### config.mk
export PLATFORM = sky130hd
export DESIGN_NAME = cmd_scheduler_flat
export DESIGN_NICKNAME = d
export VERILOG_FILES = /design/src/rtl/cmd_scheduler_if.sv /design/src/rtl/cmd_scheduler.sv /design/src/flat_wrapper.sv
export SDC_FILE = /design/constraint.sdc
export NUM_CORES = 1
export LEC_CHECK = 0
export ABC_AREA = 1
export CAP_MARGIN = 25
export CORE_MARGIN = 4
export CORE_UTILIZATION = 50
export CTS_CLUSTER_SIZE = 30
export DETAILED_ROUTE_END_ITERATION = 10
export GPL_ROUTABILITY_DRIVEN = 0
export HOLD_SLACK_MARGIN = 0.15
export PLACE_DENSITY = 0.76
export REMOVE_ABC_BUFFERS = 1
export SYNTH_ARGS = -nofsm -noshare
export SYNTH_HDL_FRONTEND = slang
export SYNTH_SLANG_ARGS = --single-unit
export TNS_END_PERCENT = 20
### constraint.sdc
create_clock -name clk_i -period 2.7 [get_ports clk_i]
set_input_delay 0.81 -clock clk_i [delete_from_list [all_inputs] [get_ports clk_i]]
set_output_delay 0.81 -clock clk_i [all_outputs]
set_load 0.05 [all_outputs]
### src/rtl/cmd_scheduler_if.sv
// Command handshake between the scheduler (master) and the operation datapath (slave).
interface cmd_scheduler_if #(
  parameter int unsigned NREQ = 4
);
  logic            cmd_valid_o;
  logic [NREQ-1:0] cmd_o;
  logic            cmd_ready_i;
  logic            done_i;

  modport master (output cmd_valid_o, output cmd_o, input cmd_ready_i, input done_i);
  modport slave  (input cmd_valid_o, input cmd_o, output cmd_ready_i, output done_i);
endinterface

### src/rtl/cmd_scheduler.sv
// Captures one-cycle command requests into pending flags and issues them one at a
// time, round-robin, over a valid/ready + done handshake with overrun and hang recovery.
module cmd_scheduler #(
  parameter int unsigned NREQ    = 4,
  parameter int unsigned CNT_W   = 8,
  parameter int unsigned TIMEOUT = 1024
) (
  input  logic             clk_i,
  input  logic             rst_ni,
  input  logic [NREQ-1:0]  req_i,
  input  logic             clr_i,
  cmd_scheduler_if.master  cmd,
  output logic             busy_o,
  output logic [NREQ-1:0]  pending_o,
  output logic [CNT_W-1:0] drop_cnt_o,
  output logic             timeout_o
);

  localparam int unsigned IDX_W = (NREQ > 1) ? $clog2(NREQ) : 1;
  localparam int unsigned TMR_W = $clog2(TIMEOUT);
  localparam int unsigned ADD_W = $clog2(NREQ + 1);
  localparam int unsigned SUM_W = CNT_W + ADD_W;
  localparam logic [SUM_W-1:0] CNT_MAX  = {{ADD_W{1'b0}}, {CNT_W{1'b1}}};
  localparam logic [TMR_W-1:0] TMR_LAST = TMR_W'(TIMEOUT - 1);
  localparam logic [NREQ-1:0]  ONE_HOT0 = NREQ'(1);

  typedef enum logic [1:0] {IDLE, ISSUE, WAIT} state_t;

  state_t           state_q;
  logic [IDX_W-1:0] ptr_q;
  logic [IDX_W-1:0] grant_q;
  logic [TMR_W-1:0] timer_q;

  logic [IDX_W-1:0] idx_c;
  logic [IDX_W-1:0] grant_idx_c;
  logic             found_c;
  logic             hs_c;
  logic [NREQ-1:0]  clear_mask_c;
  logic [NREQ-1:0]  drop_mask_c;
  logic [ADD_W-1:0] ndrop_c;
  logic [SUM_W-1:0] sum_c;
  logic [CNT_W-1:0] drop_next_c;

  // Round-robin search starting one past the last granted index.
  always_comb begin
    idx_c       = '0;
    grant_idx_c = ptr_q;
    found_c     = 1'b0;
    for (int unsigned i = 0; i < NREQ; i++) begin
      idx_c = IDX_W'((32'(ptr_q) + i + 1) % NREQ);
      if (!found_c && pending_o[idx_c]) begin
        grant_idx_c = idx_c;
        found_c     = 1'b1;
      end
    end
  end

  // A request landing on its own handshake re-arms the flag instead of counting as a drop.
  always_comb begin
    hs_c         = (state_q == ISSUE) && cmd.cmd_ready_i;
    clear_mask_c = hs_c ? cmd.cmd_o : '0;
    drop_mask_c  = req_i & pending_o & ~clear_mask_c;
    ndrop_c      = '0;
    for (int unsigned i = 0; i < NREQ; i++) begin
      ndrop_c = ndrop_c + ADD_W'(drop_mask_c[i]);
    end
    sum_c       = SUM_W'(drop_cnt_o) + SUM_W'(ndrop_c);
    drop_next_c = (sum_c > CNT_MAX) ? CNT_MAX[CNT_W-1:0] : sum_c[CNT_W-1:0];
  end

  always_ff @(posedge clk_i or negedge rst_ni) begin
    if (!rst_ni) begin
      state_q         <= IDLE;
      ptr_q           <= IDX_W'(NREQ - 1);
      grant_q         <= '0;
      timer_q         <= '0;
      pending_o       <= '0;
      drop_cnt_o      <= '0;
      timeout_o       <= 1'b0;
      busy_o          <= 1'b0;
      cmd.cmd_valid_o <= 1'b0;
      cmd.cmd_o       <= '0;
    end else if (clr_i) begin
      // Pointer is deliberately kept so fairness survives a clear.
      state_q         <= IDLE;
      timer_q         <= '0;
      pending_o       <= '0;
      drop_cnt_o      <= '0;
      timeout_o       <= 1'b0;
      busy_o          <= 1'b0;
      cmd.cmd_valid_o <= 1'b0;
      cmd.cmd_o       <= '0;
    end else begin
      pending_o  <= (pending_o & ~clear_mask_c) | req_i;
      drop_cnt_o <= drop_next_c;
      case (state_q)
        IDLE: begin
          if (|pending_o) begin
            grant_q         <= grant_idx_c;
            cmd.cmd_o       <= ONE_HOT0 << grant_idx_c;
            cmd.cmd_valid_o <= 1'b1;
            busy_o          <= 1'b1;
            state_q         <= ISSUE;
          end
        end
        ISSUE: begin
          if (hs_c) begin
            cmd.cmd_valid_o <= 1'b0;
            ptr_q           <= grant_q;
            timer_q         <= '0;
            state_q         <= WAIT;
          end
        end
        WAIT: begin
          // done wins over a timeout expiring in the same cycle.
          if (cmd.done_i) begin
            cmd.cmd_o <= '0;
            busy_o    <= 1'b0;
            state_q   <= IDLE;
          end else if (timer_q == TMR_LAST) begin
            timeout_o <= 1'b1;
            cmd.cmd_o <= '0;
            busy_o    <= 1'b0;
            state_q   <= IDLE;
          end else begin
            timer_q <= timer_q + TMR_W'(1);
          end
        end
        default: begin
          cmd.cmd_valid_o <= 1'b0;
          cmd.cmd_o       <= '0;
          busy_o          <= 1'b0;
          state_q         <= IDLE;
        end
      endcase
    end
  end

endmodule

### src/flat_wrapper.sv
// flat-port wrapper written by rule: the top's interface ports become plain ports
module cmd_scheduler_flat 
#(
  parameter int unsigned NREQ    = 4,
  parameter int unsigned CNT_W   = 8,
  parameter int unsigned TIMEOUT = 1024
)
  (clk_i, rst_ni, req_i, clr_i, busy_o, pending_o, drop_cnt_o, timeout_o, cmd_cmd_valid_o, cmd_cmd_o, cmd_cmd_ready_i, cmd_done_i);
  cmd_scheduler_if #(.NREQ(NREQ)) cmd_i ();
  input  logic clk_i;
  input  logic rst_ni;
  input  logic [NREQ-1:0] req_i;
  input  logic clr_i;
  output logic busy_o;
  output logic [NREQ-1:0] pending_o;
  output logic [CNT_W-1:0] drop_cnt_o;
  output logic timeout_o;
  output wire logic [$bits(cmd_i.cmd_valid_o)-1:0] cmd_cmd_valid_o;
  output wire logic [$bits(cmd_i.cmd_o)-1:0] cmd_cmd_o;
  input wire logic [$bits(cmd_i.cmd_ready_i)-1:0] cmd_cmd_ready_i;
  input wire logic [$bits(cmd_i.done_i)-1:0] cmd_done_i;
  assign cmd_cmd_valid_o = cmd_i.cmd_valid_o;
  assign cmd_cmd_o = cmd_i.cmd_o;
  assign cmd_i.cmd_ready_i = cmd_cmd_ready_i;
  assign cmd_i.done_i = cmd_done_i;
  cmd_scheduler #(.NREQ(NREQ), .CNT_W(CNT_W), .TIMEOUT(TIMEOUT)) u_core (.clk_i(clk_i), .rst_ni(rst_ni), .req_i(req_i), .clr_i(clr_i), .cmd(cmd_i), .busy_o(busy_o), .pending_o(pending_o), .drop_cnt_o(drop_cnt_o), .timeout_o(timeout_o));
endmodule
---- Word level (Yosys, flattened, before mapping) ----
Cells that the tools add are included.
storage, ports and cells
  word-level logic and storage cells ...... 110
  bits of input ports ..................... 9
  register bits after elaboration ......... 35
operators by class
  shift-type cells ........................ 1
  bitwise logic cells ..................... 6
  equal/unequal tests ..................... 11
  mux-type cells .......................... 47
  reductions and logical operators ........ 19
  add/sub/neg operators ................... 11
  magnitude comparators ................... 5
operators with widths
  kind                   count
  $mux 10                4
  $mux 4                 6
  $pmux 10 s2            1
  $mux 2                 9
  $reduce_and 3->1       6
  $mux 1                 17
  $mux 8                 2
  $and 4x4->4            3
  $lt 2x3->1 const B     4
  $pmux 4 s3             1
  $gt 11x8->1 const B    1
  $add 10x1->10 const B  1
  $eq 10x10->1 const B   1
  $add 8x3->9            1
  $add 2x1->2 const B    4
  $bmux 1 s2             4
  $add 3x1->3            2
  $ne 2x2->1 const B     3
  $ne 3x2->1 const B     2
  $ne 3x3->1 const B     2
  $pmux 1 s3             2
  $pmux 2 s3             1
  $add 2x2->2 const B    2
  $logic_and 1x1->1      4
  14 further kinds       17

---- Longest topological paths before layout ----
  depth in word-level cells ............... 17
  gate-level depth with buffers ........... 19

---- Worst setup path after synthesis ----
Ideal clock, no wire load.
  path type ............................... input to register
  from .................................... input port cmd_cmd_ready_i
  to ...................................... register u_core.drop_cnt_o[3]
  arrival ................................. 3.331 ns
  stages on the path ...................... 18
  setup time .............................. 0.065 ns
  slack ................................... -0.696 ns
  cell sequence ........................... nand3_2 > o21ai_0 > or2_2 > inv_1 > ha_1 > fa_1 > ha_1 > inv_1 > fa_1 > inv_1 > a21oi_1 > inv_1 > nand2_1 > nor2_1 > inv_1 > o21ai_0 > o21ai_0 > inv_1
on the way
  longest elaborated chain between the ends .. 11
ends and longest elaborated chain
  element                RTL line             text
  start, declared        flat_wrapper.sv:20   input wire logic [$bits(cmd_i.cmd_ready_i)-1:0] cmd_cmd_ready_i;
  $logic_and 1x1->1 (*)  cmd_scheduler.sv:60  hs_c = (state_q == ISSUE) && cmd.cmd_ready_i;
  $mux 4 (*)             cmd_scheduler.sv:61  clear_mask_c = hs_c ? cmd.cmd_o : '0;
  $not 4->4 (*)          cmd_scheduler.sv:62  drop_mask_c = req_i & pending_o & ~clear_mask_c;
  $and 4x4->4 (*)        cmd_scheduler.sv:62
  $add 1x1->2            cmd_scheduler.sv:65  ndrop_c = ndrop_c + ADD_W'(drop_mask_c[i]);
  $add 3x1->3            cmd_scheduler.sv:65
  $add 3x1->3 (*)        cmd_scheduler.sv:65
  $add 8x3->9 (*)        cmd_scheduler.sv:67  sum_c = SUM_W'(drop_cnt_o) + SUM_W'(ndrop_c);
  $gt 11x8->1            cmd_scheduler.sv:68  drop_next_c = (sum_c > CNT_MAX) ? CNT_MAX[CNT_W-1:0] : sum_c[CNT_W-1:0];
  $mux 8 (*)             cmd_scheduler.sv:68
  $mux 8 (*)             cmd_scheduler.sv:83  end else if (clr_i) begin
  end signal, assigned   cmd_scheduler.sv:95  drop_cnt_o <= drop_next_c;
  end, declared          cmd_scheduler.sv:15  output logic [CNT_W-1:0] drop_cnt_o,
Mark *: on every way between the ends. The rest lies on a longest branch, timed or not.
A chain may end at the register's enable or synchronous reset.

---- Worst setup path in the final report ----
  from .................................... input port cmd_cmd_ready_i
  to ...................................... register u_core.drop_cnt_o[4]
The elaborated chain is that of the path after synthesis.

==> results.cfg <==
[yosys]
synth_edf_count = 0
synth_seq_cells = 35
synthFlopType = dfrtp_1
synthArstFlopShare = 1.00
yosysWarningCount = 0
syn_area_per_cell_um2 = 7.38
synth_cells = 294
synth_cell_types = 33
netlist_area_um2 = 2170
synth_seq_area_share = 0.405

[critical_path]
arrival_ns = 3.21
r2r_start = u_core.state_q[1]
worstPathMaxFanout = 3
worstReg2RegEnd = u_core.drop_cnt_o[4]
critPathSlowestCell = fa_2
end_kind = register
path_cells = buf_8, nand3_4, o21ai_2, or2_4, inv_4, ha_4, fa_2, ha_4, inv_2, fa_2, inv_2, a21oi_2, buf_4, nor2_1, xnor2_1, a21oi_1
crit_buf_inv = 5
critPathLaunchType = input port
startpoint = cmd_cmd_ready_i
ff2ff_setup_slack_ns = -0.23
crit_end = u_core.drop_cnt_o[4]
cpLargestDelayFamily = adder cells
reg2reg_depth = 16
required_ns = 2.88
crit_cells = 16
cp_slowest_stage_delay_ns = 0.59
crit_type = input port to register

[routing]
drc = 0
num_vias = 1995
drt-initial-drc-count = 107
wl_per_cell_um = 12.2
wirelength_mm = 4.92
drtAntennaViolNets = 0
viasPerCell = 4.95
dr.pass1.iters = 4

[clock_tree]
htree_levels = 2
cts_num_sinks = 35
cts_root_buf = clkbuf_8
cts_buffer_depth = 2
clock_latency_ns = 0.29
cts_tree = built
ctsHoldBuffers = 0
numCtsBuffers = 5
path_clk_slew_ns = 0.08

[power]
peakVddDrop_mv = 0.457
power.density_nw_per_um2 = 733
leakage_nw = 1.45
finalPower_mw = 2.11

[sta]
worstMarginPinSlew_ns = 0.505
skew_ns = 0.00881
min_period_ns = 3.03
maxSlewHeadroom = 0.662
setup_viol = 8
fmax_mhz = 330
maxSlewViolCount = 0
final-hold-violation-count = 0
period_share = 1.12
setup_tns_ns = -2.48
timing.final.ws_setup_ns = -0.330
grt_setup_unrepaired = true

[floorplan]
boundaryPins = 28
design.core.area_um2 = 4090
die_area_um2 = 5460
die_w_um = 73.9
die_y_um = 73.9
initial_core_util = 0.531
num_rows = 23

[grt]
grt_pass1_vias = 1934
antenna_found_initial = 0
grt_pass1_wl_mm = 8.51
grt_util_all_layers = 0.202
grt_max_degree = 36
grt-ovfl-total = 0

[cells_and_area]
num_antenna_cells = 0
fin_area_um2 = 2880
drive_above_1_share = 0.232
nNetsFinal = 369
area_growth_pct = 32.8

[placed_design]
place_hpwl_mm = 3.52
placement.io_buffers = 27
placed_cell_area_um2 = 2650
place_ws_ns = -1.41

[job]
cap_viol_max_count = 0

[status]
status = finished, violations left
violations = negative setup slack

[worst_hold_path]
hold_class = register to register
==> power by group <==
part	leakage (nW)	switching [mW]	total, mW	internal (mW)
registers	0.465	0.0849	0.703	0.618
clock network	0.0581	0.208	0.483	0.275
logic	0.923	0.597	0.926	0.329
total	1.45	0.890	2.11	1.22
==> tightest hold or removal path, cell delays in order (launching register included) <==
cell and delay [ns]:
dfrtp_1 0.34, nand2_1 0.05, nand2_1 0.05
==> layer usage <==
metal / part of all wire / track usage
met5: 0 / 0
met4: 0.012 / 0.0644
met3: 0.031 / 0.0424
met2: 0.48 / 0.335
met1: 0.48 / 0.263
==> cell families (layout without fill, tap and decap cells) <==
kind of cell	Yosys count	after routing	synth area share
and+or+nand+nor	159	159	0.318
buffers and inverters	48	107	0.0934
AOI/OAI and AO/OA	38	38	0.106
DFF	35	35	0.405
adders and majority gates	8	8	0.0531
xor gates and xnor gates	6	6	0.0242
==> timing repair <==
item	4_1_cts	5_1_grt
endpoints found under the hold margin	0	0
setup buffers	2	2
setup endpoints to repair	8	8
pin swaps	10	8
gates resized for setup	40	7
==> metrics by stage <==
stage / std cells / utilization / hold WS (ns)
floorplan: 290 / - / 0.472
CTS: 401 / 0.697 / 0.477
finish: 403 / 0.705 / 0.471
global route: 403 / 0.705 / 0.516
global placement: 391 / 0.648 / 0.457
detailed placement: 391 / 0.648 / 0.459
==> Yosys cell counts, types with 2 or more instances <==
| master | instances | area share |
|---|---|---|
| inv_2 | 3 | 0.0052 |
| dfrtp_1 | 33 | 0.38 |
| nand2_2 | 3 | 0.0087 |
| a211oi_1 | 2 | 0.0069 |
| inv_1 | 40 | 0.069 |
| nand4_1 | 5 | 0.014 |
| clkbuf_1 | 2 | 0.0035 |
| dfstp_2 | 2 | 0.024 |
| or2_2 | 4 | 0.012 |
| xor2_1 | 5 | 0.020 |
| fa_1 | 2 | 0.018 |
| nor3_1 | 4 | 0.0092 |
| o21ai_0 | 14 | 0.032 |
| nand3_1 | 15 | 0.035 |
| nand2_1 | 102 | 0.18 |
| ha_1 | 6 | 0.035 |
| a21oi_1 | 13 | 0.030 |
| nor2_1 | 19 | 0.033 |
| nand3_2 | 3 | 0.014 |
| o21ai_2 | 4 | 0.016 |
==> layout make-up <==
class	count	area (um^2)
multi-input combinational	211	1180
inverter	44	170
clock buffer	5	68.8
fill	324	1200
clock inverter	3	43.8
sequential	35	878
tap	50	62.6
timing repair buffer	55	479
==> worst min-delay path by stage <==
stage | from | end | slack (ns) | depth (start not counted)
2_1_floorplan | u_core.grant_q[0] | u_core.ptr_q[0] | 0.47 | 2
3_3_place_gp | u_core.busy_o | u_core.busy_o | 0.46 | 2
3_5_place_dp | u_core.busy_o | u_core.busy_o | 0.46 | 2
4_1_cts | u_core.busy_o | u_core.busy_o | 0.48 | 2
5_1_grt | u_core.busy_o | u_core.busy_o | 0.52 | 2
6_report | u_core.busy_o | u_core.busy_o | 0.47 | 2
==> cell usage in the layout (no fill, tap or decap), types with 2 or more instances in the layout <==
cell	synthesis	routed
a211oi_1	2	2
a21oi_1	13	12
buf_4	1	28
clkbuf_8	0	5
clkdlybuf4s50_1	0	23
dfrtp_1	33	33
dfstp_2	2	2
fa_2	0	2
ha_1	6	3
ha_4	0	3
inv_1	40	31
inv_2	3	11
inv_4	1	2
nand2_1	102	101
nand2_2	3	4
nand3_1	15	15
nand3_2	3	2
nand4_1	5	5
nor2_1	19	18
nor2_4	1	2
nor3_1	4	4
o21ai_0	14	8
o21ai_1	0	3
o21ai_2	4	6
or2_4	0	3
xor2_1	5	5
==> flip-flops by register name (all words and copies together), names as in the netlist <==
signal	cells
u_core.state_q	2
u_core.busy_o	1
u_core.cmd.cmd_valid_o	1
u_core.pending_o	4
u_core.timeout_o	1
u_core.drop_cnt_o	8
u_core.grant_q	2
u_core.ptr_q	2
u_core.cmd.cmd_o	4
u_core.timer_q	10
(Power assumes the default switching activity.)
